[src/rtl/rotary_input_conditioner.sv]
// rtl/rotary_input_conditioner.sv - synchroniser, debouncer and edge pulses for rotary encoder A/B and button pins
module rotary_input_conditioner #(
    parameter int DB_CYCLES     = 10000,
    parameter int BTN_DB_CYCLES = 2000000
) (
    input  logic clk,
    input  logic reset,
    input  logic a_raw,
    input  logic b_raw,
    input  logic btn_raw,
    output logic a_db,
    output logic b_db,
    output logic btn_db,
    output logic btn_press,
    output logic btn_release,
    output logic ab_change
);

    localparam int AB_W  = (DB_CYCLES     > 1) ? $clog2(DB_CYCLES)     : 1;
    localparam int BTN_W = (BTN_DB_CYCLES > 1) ? $clog2(BTN_DB_CYCLES) : 1;

    // Count value at which a persistent difference is accepted as the new level
    localparam logic [AB_W-1:0]  AB_LAST  = AB_W'(DB_CYCLES - 1);
    localparam logic [BTN_W-1:0] BTN_LAST = BTN_W'(BTN_DB_CYCLES - 1);

    (* ASYNC_REG = "TRUE" *) logic a_s1;
    (* ASYNC_REG = "TRUE" *) logic a_s2;
    (* ASYNC_REG = "TRUE" *) logic b_s1;
    (* ASYNC_REG = "TRUE" *) logic b_s2;
    (* ASYNC_REG = "TRUE" *) logic btn_s1;
    (* ASYNC_REG = "TRUE" *) logic btn_s2;

    logic [AB_W-1:0]  a_cnt;
    logic [AB_W-1:0]  b_cnt;
    logic [BTN_W-1:0] btn_cnt;

    logic a_accept;
    logic b_accept;
    logic btn_accept;

    // Acceptance fires on the edge where the difference has persisted for the full window
    always_comb begin
        a_accept   = (a_s2   != a_db)   && (a_cnt   == AB_LAST);
        b_accept   = (b_s2   != b_db)   && (b_cnt   == AB_LAST);
        btn_accept = (btn_s2 != btn_db) && (btn_cnt == BTN_LAST);
    end

    // Synchronise, debounce and pulse-generate all three channels in one reset domain
    always_ff @(posedge clk or posedge reset) begin
        if (reset) begin
            a_s1        <= 1'b1;
            a_s2        <= 1'b1;
            b_s1        <= 1'b1;
            b_s2        <= 1'b1;
            btn_s1      <= 1'b0;
            btn_s2      <= 1'b0;
            a_cnt       <= '0;
            b_cnt       <= '0;
            btn_cnt     <= '0;
            a_db        <= 1'b1;
            b_db        <= 1'b1;
            btn_db      <= 1'b0;
            btn_press   <= 1'b0;
            btn_release <= 1'b0;
            ab_change   <= 1'b0;
        end else begin
            a_s1   <= a_raw;
            a_s2   <= a_s1;
            b_s1   <= b_raw;
            b_s2   <= b_s1;
            btn_s1 <= btn_raw;
            btn_s2 <= btn_s1;

            // Any return to the stable level restarts the window; no accumulation
            if (a_s2 == a_db) begin
                a_cnt <= '0;
            end else if (a_accept) begin
                a_db  <= a_s2;
                a_cnt <= '0;
            end else begin
                a_cnt <= a_cnt + 1'b1;
            end

            if (b_s2 == b_db) begin
                b_cnt <= '0;
            end else if (b_accept) begin
                b_db  <= b_s2;
                b_cnt <= '0;
            end else begin
                b_cnt <= b_cnt + 1'b1;
            end

            if (btn_s2 == btn_db) begin
                btn_cnt <= '0;
            end else if (btn_accept) begin
                btn_db  <= btn_s2;
                btn_cnt <= '0;
            end else begin
                btn_cnt <= btn_cnt + 1'b1;
            end

            // Pulses line up with the stable-register update they announce
            ab_change   <= a_accept | b_accept;
            btn_press   <= btn_accept &  btn_s2;
            btn_release <= btn_accept & ~btn_s2;
        end
    end

endmodule

[config.mk]
export PLATFORM = sky130hd
export DESIGN_NAME = rotary_input_conditioner
export DESIGN_NICKNAME = d
export VERILOG_FILES = /design/src/rtl/rotary_input_conditioner.sv
export SDC_FILE = /design/constraint.sdc
export NUM_CORES = 1
export LEC_CHECK = 0
export CORE_MARGIN = 1.5
export CORE_UTILIZATION = 50
export CTS_CLUSTER_SIZE = 14
export DETAILED_ROUTE_END_ITERATION = 6
export PLACE_DENSITY = 0.69
export SLEW_MARGIN = 20
export SYNTH_ARGS = -nofsm -noshare
export SYNTH_HDL_FRONTEND = slang
export SYNTH_SLANG_ARGS = --single-unit
export TNS_END_PERCENT = 30
[constraint.sdc]
create_clock -name clk -period 2.4 [get_ports clk]
set_input_delay 0.6 -clock clk [delete_from_list [all_inputs] [get_ports clk]]
set_output_delay 0.6 -clock clk [all_outputs]
set_load 0.01 [all_outputs]
# Yosys cells after proc, flatten, opt, wreduce, memory -nomap -nowiden
# Index checks and enable logic that the tools add are counted.
# W data, S select, Z words.
[totals]
ff_bits = 61
latchBits = 0
ram_bits = 0
mem_bits_ro = 0
output_inout_bits = 6
mem_count = 0
[classes]
n_addsub = 3
mul = 0
n_div = 0
n_lt_le_gt_ge = 0
eq_ne = 9
n_shift = 0
n_mux = 6
n_bitwise = 7
reduce_logical = 6
[op_table]
columns = ["cell", "n"]
rows = [
  ["$mux W14", 4],
  ["$mux W21", 2],
  ["$add A14 B1 Y14 const B", 2],
  ["$eq A14 B14 Y1 const B", 2],
  ["$add A21 B1 Y21 const B", 1],
  ["$eq A21 B21 Y1 const B", 1],
  ["$reduce_and A2 Y1", 3],
  ["$not A1 Y1", 4],
  ["$eq A1 B1 Y1", 3],
  ["$logic_and A1 B1 Y1", 3],
  ["$ne A1 B1 Y1", 3],
  ["$and A1 B1 Y1", 2],
  ["$or A1 B1 Y1", 1],
]

# Depth between registers and ports, before layout
[logic_depth]
depth_word = 4
depth_mapped = 6

# Worst setup path after synthesis
# Ideal clock, no wire load.
[synth_path]
kind = "reg-to-reg"
from = "reg btn_cnt[0]"
to = "reg btn_db"
arrival_ns = 1.855
required_time_ns = 2.272
path_slack_ns = 0.417
stages_incl_launch_ff = 6
n_path_buf = 0
path_cell_list = "dfrtp_1 -> ha_1 -> nand4_1 -> or4_1 -> nor3_2 -> mux2_1"
[synth_between]
elab_chain_cells = 3
[synth_rtl]
columns = ["element", "line_no", "rtl"]
rows = [
  ["from (decl)", "35", "logic [BTN_W-1:0] btn_cnt;"],
  ["from (signal assigned)", "99", "btn_cnt <= btn_cnt + 1'b1;"],
  ["$eq A21 B21 Y1", "45", "btn_accept = (btn_s2 != btn_db) && (btn_cnt == BTN_LAST);"],
  ["$logic_and A1 B1 Y1", "45", ""],
  ["$reduce_and A2 Y1 (no line)", "--", ""],
  ["to (signal assigned)", "96", "btn_db <= btn_s2;"],
  ["to (decl)", "13", "output logic btn_db,"],
]
# No other way between the ends.
# A chain may end at the register's enable or synchronous reset.

# Worst setup path in the final report
[layout_path]
from = "reg btn_cnt[13]"
to = "reg btn_db"
# The elaborated chain is that of the path after synthesis.

==> impl_results.md <==
* Max incr delay on CP at 0.54 ns
* Die height at 77.8 um
* Post-Route Skew at between 0.01 and 0.015 ns
* Max FFs per register at 21
* Worst hold slack at 0.352 ns
* Resize count post-CTS at 0
* Via density at 5.30
* Most flop-heavy register: btn_cnt
* Largest net degree at the start of global routing at between 40 and 50
* Tot Pwr at 2.01 mW
* Syn Nets at ~280
* Yosys warning count at 0
* RSZ-0062 raised after global routing: false
* IO Pins at 11
* H-tree levels at 3
* Number of I/O port buffers at 10
* Antenna diode count at 0
* Area grow syn2layout at 14.3%
* Tot GR Track Use at between 10% and 20%
* Top flop regs: btn_cnt x21, a_cnt x14, b_cnt x14
* Register Area at 1530 um2
* Cell variety after synth at 37
* Period minus WS final at 2.09 ns
* WL final at 4820 um
* Via Count at 1951
* Vias in the first global route at 1890
* Initial drt markers at between 90 and 100
* Critical Path Fanout Max at 5
* Seq/Total Area, Yosys at 54.8%
* WP data required at ~2.6 ns
* CP max-delay cell: or4_1
* Yosys reg bits at 61
* Worst setup EP type: register
* Pwr/cell area at 630 nW/um2
* Post-CTS Setup Bufs at 0
* CORE AREA at 5440 um2
* Crit start category: register
* Hold Vio Cnt, Final at 0
* Max-Cap Viols at 0
* DRC at 0
* Cell Chain, Critical Path: or4_1 -> or4_1 -> nor3_2 -> mux2_1
* Initial antenna violation count at 0
* WL per Instance at 13.1 um
* Setup_tns at 0 ns
* Clock root buffer: clkbuf_8
* Final net count at 299
* Global route total overflow at 0
* Hold_buf cts at 0
* Period utilisation layout at 87.2%
* Post-Syn Area per Cell at about 10 um2
* Worst relative slew slack at 64.3%
* DRT antenna net count at 0
* Cells after DPL at 352
* Die Wd at approximately 78 um
* Routability Congestion at 0.837
* Number of CTS-inserted buffers at 9
* CTS clk-pin slew, worst paths at 0.07 ns
* Fillers at 449
* 1st-pass router iterations at 4
* Finished Layout Cells at 368
* Rows at 27
* Peak VDD IR at roughly 0.64 mV
* CP arrival at 2.30 ns
* Dpl hpwl at 3270 um
* Slew @ Worst Pin at 0.536 ns
* F_max at between 0.4 and 0.5 GHz
* Crit Path Class: register to register
* Die area at roughly 6100 um2
* Syn Inst Count at 271
* Finish-stage setup viols at 0
* CTS tree: built
* Layout cell share with drive strength beyond 1 at 10.5%
* Final Slew Violations at 0
* Initial Util at 51.5%
* CP most frequent cell: or4_1
* First-pass GRT wire length at 8640 um
* Clk_lat worst skew at 0.33 ns
* Hold WC Path Type: register to register
* Status: finished, final reports clean
* Area occupied by multi-input gates at 1210 um2
* Synthesized area at 2800 um2
* CTS Buffer Depth at 2
* Clock net sink count at 61
* Lkg Pwr at about 1.3 nW
[final cells by class]
class,instances,area share (%)
sequential,61,48.0
multi-input combinational,197,37.8
timing repair buffer,14,4.46
clock buffer,10,3.99
tap,72,2.82
clock inverter,6,2.00
inverter,8,0.939
[worst paths after layout]
kind                       slack (ns)    endpoint   startpoint  cells after the start
max in group asynchronous        1.24  btn_cnt[0]        reset                      3
min                              0.35      btn_s2       btn_s1                      0
max reg2reg                      0.31      btn_db  btn_cnt[13]                      4
min reg2reg                      0.35      btn_s2       btn_s1                      0
max                              0.31      btn_db  btn_cnt[13]                      4
min in group asynchronous        0.60    a_cnt[9]        reset                      2
[critical path, delay by kind of cell, from the launching register on]
family           cells  cell delay (ns)
AND/OR/NAND/NOR      3             1.21
flip-flops           1             0.42
multiplexers         1             0.34
[per-layer routing]
metal / track usage, % / wire length [um] / vias to the layer above
met4: 8.91 / 63 / 0
met3: 4.35 / 112 / 5
met2: 27.5 / 2170 / 20
li1: - / - / 991
met1: 25.3 / 2470 / 935
met5: 0 / 0 / -
[cells in the mapped netlist]
cell	number	area share [%]
nand2_1	16	2.1
or4_1	8	2.1
a21oi_1	9	1.6
dfstp_2	6	5.6
nor3_1	8	1.4
nand3_1	16	2.9
nor3b_1	1	0.27
o21bai_1	1	0.27
nor4b_1	1	0.31
xnor2_1	25	7.8
nor3_2	1	0.36
nor2b_1	1	0.22
buf_2	2	0.36
clkbuf_1	2	0.27
or3_1	6	1.3
ha_1	3	1.3
nor4_1	7	1.6
o21ai_0	4	0.72
nand4b_1	1	0.31
or4_4	1	0.40
inv_1	8	1.1
o31ai_1	5	1.3
dfrtp_1	55	49
or4b_1	1	0.36
and3_1	3	0.67
nand4_1	11	2.5
and2_1	1	0.22
xor2_1	12	3.8
mux2_1	2	0.80
nand2b_2	1	0.31
nand3_2	1	0.36
and4_1	3	0.94
o22ai_1	1	0.22
nand2b_1	1	0.22
buf_4	1	0.27
mux2_2	1	0.40
nor2_1	45	6.0
[stage by stage]
step           util, %  setup WS (ns)  area (um2)
6_report          58.8          0.306        3200
5_1_grt           58.8          0.218        3200
4_1_cts           58.8          0.281        3200
3_5_place_dp      55.3          0.318        3010
3_3_place_gp      55.3          0.333        3010
2_1_floorplan        -          0.297        2800
[power breakdown]
part	total (mW)	switching [mW]	internal [mW]
Sequential	1.06	0.0156	1.05
Combinational	0.0708	0.0456	0.0252
Clock	0.879	0.402	0.477
Total	2.01	0.463	1.55
[cells in the final DEF, fill, tap and decap left out, drive strengths merged, types with 2 or more instances in the layout]
cell,n
dfrtp,55
nor2,45
xnor2,25
nand3,17
nand2,16
xor2,12
nand4,11
clkdlybuf4s50,10
clkbuf,10
a21oi,9
nor3,9
or4,9
inv,8
nor4,7
or3,6
dfstp,6
o31ai,5
o21ai,4
buf,4
and3,3
and4,3
ha,3
mux2,3
clkinv,3
clkinvlp,2
nand2b,2
[kinds of logic after synthesis]
logic type	count (synthesis)	synth area share [%]
simple gates	134	24.9
flops	61	54.8
xor+xnor	37	11.6
compound gates	20	4.16
buf+inv	13	1.97
mux	3	1.21
fa+ha+maj	3	1.34
No activity file was read; power rests on OpenSTA's default activity.
